$ cat src/rtl/keypad_scanner.sv
// keypad_scanner: 4x4 active-low key matrix scanner with debounce.
// Drives one row low at a time, latches the first key seen and debounces
// its press and release. Emits a 4-bit key code and a level pressed flag.
// Optional feature macro: KEYPAD_REPEAT_EN adds single-clock auto-repeat
// drops of is_pressed while a key is held.
module keypad_scanner #(
  parameter int SCAN_DIV        = 1000,
  parameter int DEBOUNCE_CYCLES = 500000,
  parameter int REPEAT_DELAY    = 50000000,
  parameter int REPEAT_RATE     = 10000000
) (
  input  logic       clock,
  input  logic       reset,
  input  logic [3:0] col_n,
  output logic [3:0] row_n,
  output logic [3:0] button,
  output logic       is_pressed
);

  localparam int SW = (SCAN_DIV > 1) ? $clog2(SCAN_DIV) : 1;
  localparam int DW = $clog2(DEBOUNCE_CYCLES + 1);
  localparam logic [SW-1:0] SCAN_LAST = SW'(SCAN_DIV - 1);
  localparam logic [DW-1:0] DEB_LAST  = DW'(DEBOUNCE_CYCLES - 1);
  localparam logic [DW-1:0] DEB_FULL  = DW'(DEBOUNCE_CYCLES);

  if (SCAN_DIV < 2 || DEBOUNCE_CYCLES < 2 || REPEAT_DELAY < 2 || REPEAT_RATE < 2) begin : g_bad_param
    $error("keypad_scanner: timing parameters must be >= 2");
  end

  typedef enum logic [1:0] {SCAN, DEBOUNCE, HELD} state_t;

  state_t        state_q, state_d;
  logic [3:0]    col_m_q, col_s_q;
  logic [1:0]    row_q, row_d;
  logic [1:0]    col_q, col_d;
  logic [SW-1:0] scan_cnt_q, scan_cnt_d;
  logic [DW-1:0] deb_cnt_q, deb_cnt_d;
  logic [3:0]    button_q, button_d;
  logic          is_pressed_q, is_pressed_d;
  logic          sel_high;
  logic          release_ok;
  logic [1:0]    first_low;

`ifdef KEYPAD_REPEAT_EN
  localparam int REP_MAX = (REPEAT_DELAY > REPEAT_RATE) ? REPEAT_DELAY : REPEAT_RATE;
  localparam int RW      = $clog2(REP_MAX + 1);
  localparam logic [RW-1:0] REP_DLY_LAST  = RW'(REPEAT_DELAY - 1);
  localparam logic [RW-1:0] REP_RATE_LAST = RW'(REPEAT_RATE - 1);
  logic [RW-1:0] rep_cnt_q, rep_cnt_d;
  logic          rep_first_q, rep_first_d;
  logic          rep_hit;
`endif

  function automatic logic [3:0] key_code(input logic [1:0] r, input logic [1:0] c);
    case ({r, c})
      4'h0: key_code = 4'h1;
      4'h1: key_code = 4'h2;
      4'h2: key_code = 4'h3;
      4'h3: key_code = 4'hA;
      4'h4: key_code = 4'h4;
      4'h5: key_code = 4'h5;
      4'h6: key_code = 4'h6;
      4'h7: key_code = 4'hB;
      4'h8: key_code = 4'h7;
      4'h9: key_code = 4'h8;
      4'hA: key_code = 4'h9;
      4'hB: key_code = 4'hC;
      4'hC: key_code = 4'hF;
      4'hD: key_code = 4'h0;
      4'hE: key_code = 4'hE;
      default: key_code = 4'hD;
    endcase
  endfunction

  assign row_n      = ~(4'b0001 << row_q);
  assign button     = button_q;
  assign is_pressed = is_pressed_q;
  assign sel_high   = col_s_q[col_q];
  // Release needs DEBOUNCE_CYCLES more high samples after the first one,
  // mirroring press, which needs that many low samples after detection.
  assign release_ok = sel_high && (deb_cnt_q >= DEB_FULL);

  // Lowest low column index wins when several columns are low.
  always_comb begin
    first_low = 2'd3;
    if (!col_s_q[0])      first_low = 2'd0;
    else if (!col_s_q[1]) first_low = 2'd1;
    else if (!col_s_q[2]) first_low = 2'd2;
  end

`ifdef KEYPAD_REPEAT_EN
  // Auto-repeat fires first after REPEAT_DELAY clocks, then every REPEAT_RATE.
  always_comb begin
    rep_hit = rep_first_q ? (rep_cnt_q == REP_DLY_LAST) : (rep_cnt_q == REP_RATE_LAST);
  end
`endif

  // Next-state and output logic for the scan/debounce/held sequence.
  always_comb begin
    state_d      = state_q;
    row_d        = row_q;
    col_d        = col_q;
    scan_cnt_d   = scan_cnt_q;
    deb_cnt_d    = deb_cnt_q;
    button_d     = button_q;
    is_pressed_d = is_pressed_q;
`ifdef KEYPAD_REPEAT_EN
    rep_cnt_d    = rep_cnt_q;
    rep_first_d  = rep_first_q;
`endif
    case (state_q)
      SCAN: begin
        if (scan_cnt_q == SCAN_LAST) begin
          scan_cnt_d = '0;
          if (col_s_q != 4'hF) begin
            col_d     = first_low;
            deb_cnt_d = '0;
            state_d   = DEBOUNCE;
          end else begin
            row_d = row_q + 2'd1;
          end
        end else begin
          scan_cnt_d = scan_cnt_q + 1'b1;
        end
      end
      DEBOUNCE: begin
        if (sel_high) begin
          state_d    = SCAN;
          row_d      = row_q + 2'd1;
          scan_cnt_d = '0;
          deb_cnt_d  = '0;
        end else if (deb_cnt_q >= DEB_LAST) begin
          button_d     = key_code(row_q, col_q);
          is_pressed_d = 1'b1;
          deb_cnt_d    = '0;
          state_d      = HELD;
`ifdef KEYPAD_REPEAT_EN
          rep_cnt_d    = '0;
          rep_first_d  = 1'b1;
`endif
        end else begin
          deb_cnt_d = deb_cnt_q + 1'b1;
        end
      end
      HELD: begin
        if (!sel_high) begin
          deb_cnt_d = '0;
        end else if (release_ok) begin
          is_pressed_d = 1'b0;
          state_d      = SCAN;
          row_d        = row_q + 2'd1;
          scan_cnt_d   = '0;
          deb_cnt_d    = '0;
        end else begin
          deb_cnt_d = deb_cnt_q + 1'b1;
        end
`ifdef KEYPAD_REPEAT_EN
        if (!release_ok) begin
          if (rep_hit) begin
            is_pressed_d = 1'b0;
            rep_cnt_d    = '0;
            rep_first_d  = 1'b0;
          end else begin
            is_pressed_d = 1'b1;
            if (rep_cnt_q != '1) rep_cnt_d = rep_cnt_q + 1'b1;
          end
        end
`endif
      end
      default: state_d = SCAN;
    endcase
  end

  // State, counters, outputs and the two-flop column synchroniser.
  always_ff @(posedge clock or posedge reset) begin
    if (reset) begin
      state_q      <= SCAN;
      col_m_q      <= 4'hF;
      col_s_q      <= 4'hF;
      row_q        <= 2'd0;
      col_q        <= 2'd0;
      scan_cnt_q   <= '0;
      deb_cnt_q    <= '0;
      button_q     <= 4'h0;
      is_pressed_q <= 1'b0;
    end else begin
      state_q      <= state_d;
      col_m_q      <= col_n;
      col_s_q      <= col_m_q;
      row_q        <= row_d;
      col_q        <= col_d;
      scan_cnt_q   <= scan_cnt_d;
      deb_cnt_q    <= deb_cnt_d;
      button_q     <= button_d;
      is_pressed_q <= is_pressed_d;
    end
  end

`ifdef KEYPAD_REPEAT_EN
  // Auto-repeat counter registers.
  always_ff @(posedge clock or posedge reset) begin
    if (reset) begin
      rep_cnt_q   <= '0;
      rep_first_q <= 1'b1;
    end else begin
      rep_cnt_q   <= rep_cnt_d;
      rep_first_q <= rep_first_d;
    end
  end
`endif

endmodule

$ cat config.mk
export PLATFORM = sky130hd
export DESIGN_NAME = keypad_scanner
export DESIGN_NICKNAME = d
export VERILOG_FILES = /design/src/rtl/keypad_scanner.sv
export SDC_FILE = /design/constraint.sdc
export NUM_CORES = 1
export LEC_CHECK = 0
export ABC_AREA = 1
export CAP_MARGIN = 20
export CORE_ASPECT_RATIO = 1.5
export CORE_MARGIN = 2
export CORE_UTILIZATION = 40
export DETAILED_ROUTE_END_ITERATION = 10
export GPL_ROUTABILITY_DRIVEN = 1
export HOLD_SLACK_MARGIN = 0.03
export PLACE_DENSITY = 0.58
export SYNTH_ARGS = -nofsm -noshare
export SYNTH_HDL_FRONTEND = slang
export SYNTH_SLANG_ARGS = --single-unit
$ cat constraint.sdc
create_clock -name clock -period 2.35 [get_ports clock]
set_input_delay 0.235 -clock clock [delete_from_list [all_inputs] [get_ports clock]]
set_output_delay 0.235 -clock clock [all_outputs]
set_load 0.01 [all_outputs]
==> run_results.csv <==
group,metric,value,unit
run,cap_violations,0,
setup_path,critical_path_required,2.12,ns
power_and_ir_drop,peakVddDrop,334,µV
setup_path,cp_cell_sequence,"inv_1 -> ha_1 -> inv_1 -> clkdlybuf4s50_1",
routing,routed_wirelength,6130,µm
finish,fraction_of_final_layout_cells_sized_beyond_drive_strength_1,20.7,%
floorplan,die-height,111,µm
clock_tree,postCtsSetupBuffers,0,
place,port_buffers,14,
setup_path,timing.rr.end,"deb_cnt_q[2]",
floorplan,fp.dieW,75.6,µm
yosys,yosysWarningCount,0,
routing,drtPass1Iterations,4,
yosys,number_of_enable_type_register_cells_in_the_synthesized_netlist,0,
place,weighted_congestion_at_the_end_of_routability_driven_global_placement,0.906,
setup_path,r2r_setup_slack,0.47,ns
yosys,synth_seq_cells,48,
yosys,syn-num-nets,395,
clock_tree,h_tree_level_count,2,
yosys,synth_simple_gate_area_share,30.0,%
routing,via_per_inst,4.83,
floorplan,initial_utilization,40.9,%
timing,timing_max_transition_violations_final,0,
status,outcome,"finished, final reports clean",
clock_tree,cts.repair.resized,0,
timing,finalHoldViolations,0,
yosys,synth-seq-area-share,39.4,%
clock_tree,numClockSinks,48,
timing,fmaxAchievable,500,MHz
timing,totalNegativeSetupSlack,0,ns
global_routing,grt_max_degree,31,
place,hpwlAfterDp,4640,µm
yosys,synth_xor_xnor_area_share,3.42,%
clock_tree,clk_root_buffer_cell,"clkbuf_16",
setup_path,critPathMostFrequentCell,"inv_1",
timing,slew_headroom,58.3,%
routing,drt_iter0_markers,93,
timing,worst_slew_pin_slew,0.624,ns
timing,clock_skew,0.00504,ns
floorplan,core_region_area,7510,µm²
yosys,synthArstFlopShare,100,%
yosys,yosys-mux-area-fraction,0,%
clock_tree,hold_buf_cts,0,
clock_tree,max-clock-path-buffers,2,
min_path,worstHoldPathType,"in2async",
floorplan,floorplan.io_pins,15,
clock_tree,clk_transition_reported_paths,0.06,ns
yosys,synth_top_family_by_area,"simple AND/OR/NAND/NOR gates",
finish,area_growth_syn_to_layout,13.9,%
global_routing,wire_length_of_the_first_global_routing_pass,11100,µm
power_and_ir_drop,power.leakage,1.58,nW
setup_path,timing.critical_path.fanout_max,10,
clock_tree,cts_tree,"done",
global_routing,grt_usage,16.8,%
place,dpl_worst_slack,0.496,ns
yosys,synth_adder_area_share,6.92,%
routing,dr_total_vias,2388,
setup_path,start_kind,"flop",
setup_path,critical_path.endpoint_type,"primary output",
routing,route.antenna.remaining_nets,0,
timing,final-setup-viol-count,0,
clock_tree,cts_buffers,5,
finish,n_fill_cell,788,
floorplan,overall_die_area,8420,µm²
timing,rsz_0062_raised_after_global_routing,"false",
yosys,syn-mean-instance-area,8.26,µm²
timing,finalWorstSetupSlack,0.348,ns
yosys,syn_area,3070,µm²
finish,nNetsFinal,414,
global_routing,grt_overflow_total,0,
timing,post-route-period-util,85.2,%
floorplan,rows,39,
yosys,dominantRegCellSynth,"dfrtp_1",
routing,routed_wire_length_per_instance,12.4,µm
yosys,count_of_mapped_cells_out_of_synthesis,372,
finish,mostFrequentLayoutCell,"nand2_1",
setup_path,cp_slowest_cell,"dfrtp_1",
setup_path,reg2reg_depth,9,
setup_path,worst_path_largest_cell_delay,0.52,ns
setup_path,reg2reg_from,"state_q[1]",
clock_tree,clock_insertion_delay_worst_skew,0.29,ns
finish,layout_common_cells,"77 x nand2_1, 40 x dfrtp_1, 38 x inv_1",
setup_path,setup.worst_path.class,"reg2out",
global_routing,via_count_of_the_first_global_routing_pass,2490,
finish,antenna_cells_inserted,0,
routing,drc,0,
power_and_ir_drop,power.density,499,nW/µm²
global_routing,number_of_antenna_violations_at_the_first_check_in_global_routing,0,
setup_path,worstPathArrival,1.77,ns
yosys,synth.distinct_cells,40,
timing,min_period,2.00,ns
yosys,synth_compound_gate_area_share,12.1,%
-- flip-flops by register name, indices dropped and copies added, names as in the netlist --
signal / flops
col_m_q: 4
scan_cnt_q: 10
col_q: 2
state_q: 2
button: 4
row_q: 2
deb_cnt_q: 19
col_s_q: 4
is_pressed: 1
-- synthesized netlist by cell type, drive strengths merged, types with 2 or more instances --
cell type,number,area [µm²]
buf,6,57.6
inv,49,186
o21a,3,22.5
nand3,25,160
xor2,8,70.1
o21ai,24,120
o31ai,3,32.5
xnor2,4,35.0
ha,17,213
nor3,9,50.1
dfrtp,40,1000
nand4,9,68.8
a21oi,19,140
dfstp,8,210
o22ai,2,12.5
nor2,48,251
nand2,88,378
a211oi,3,22.5
-- where the power goes --
part           switching [mW]  internal (mW)  total (mW)  leakage [nW]
logic                  0.0246         0.0124      0.0370         0.857
registers             0.00297          0.839       0.842         0.629
clock network           0.308          0.560       0.869        0.0901
total                   0.336           1.41        1.75          1.58
-- kinds of logic (layout without fill, tap and decap cells) --
family                   count (synthesis)  in the layout
flip-flops                              48             48
buffers and inverters                   57             77
AO/OA/AOI/OAI                           57             57
AND/OR/NAND/NOR                        181            181
adder cells (fa/ha/maj)                 17             17
XOR/XNOR                                12             12
-- routing by layer --
| metal | global-route usage, % | share of wire, % | vias to the layer above |
|---|---|---|---|
| li1 | - | - | 1237 |
| met1 | 19.0 | 40 | 1119 |
| met2 | 30.5 | 56 | 23 |
| met3 | 2.99 | 2.0 | 9 |
| met4 | 5.85 | 2.1 | 0 |
| met5 | 0 | 0 | - |
-- how the worst max path moves through the flow --
stage                         end  depth (start not counted)       start
finish                   row_n[0]                          4    row_q[0]
detailed placement   deb_cnt_q[2]                          9  state_q[1]
global placement     deb_cnt_q[7]                          8  state_q[0]
floorplan           deb_cnt_q[10]                          9  state_q[0]
global route             row_n[0]                          4    row_q[0]
CTS                      row_n[0]                          4    row_q[0]
-- stage by stage --
stage | power [mW] | area [µm²] | hold slack (ns) | utilization (%) | instances
after floorplan | 0.877 | 3070 | 0.239 | - | 372
after global placement | 0.895 | 3320 | 0.347 | 44.2 | 486
after detailed placement | 0.896 | 3320 | 0.347 | 44.2 | 486
after CTS | 1.78 | 3500 | 0.338 | 46.6 | 494
after global routing | 1.82 | 3500 | 0.345 | 46.6 | 494
final | 1.75 | 3500 | 0.338 | 46.6 | 494
-- critical path, delay by kind of cell, from the launching register on --
family	cells	cell delay [ns]
buffers and inverters	3	0.73
flip-flops	1	0.52
adder cells (fa/ha/maj)	1	0.23
-- cell type report --
type	instances	area [µm²]	area share [%]
flip-flops and latches	48	1210	34.6
repair buffers	19	178	5.08
clock inverters	1	30.0	0.858
clock buffers	7	153	4.36
inverters	50	190	5.43
well taps	102	128	3.65
multi-input cells	267	1610	46.0
Note: power is estimated with default switching activity, not from simulation.
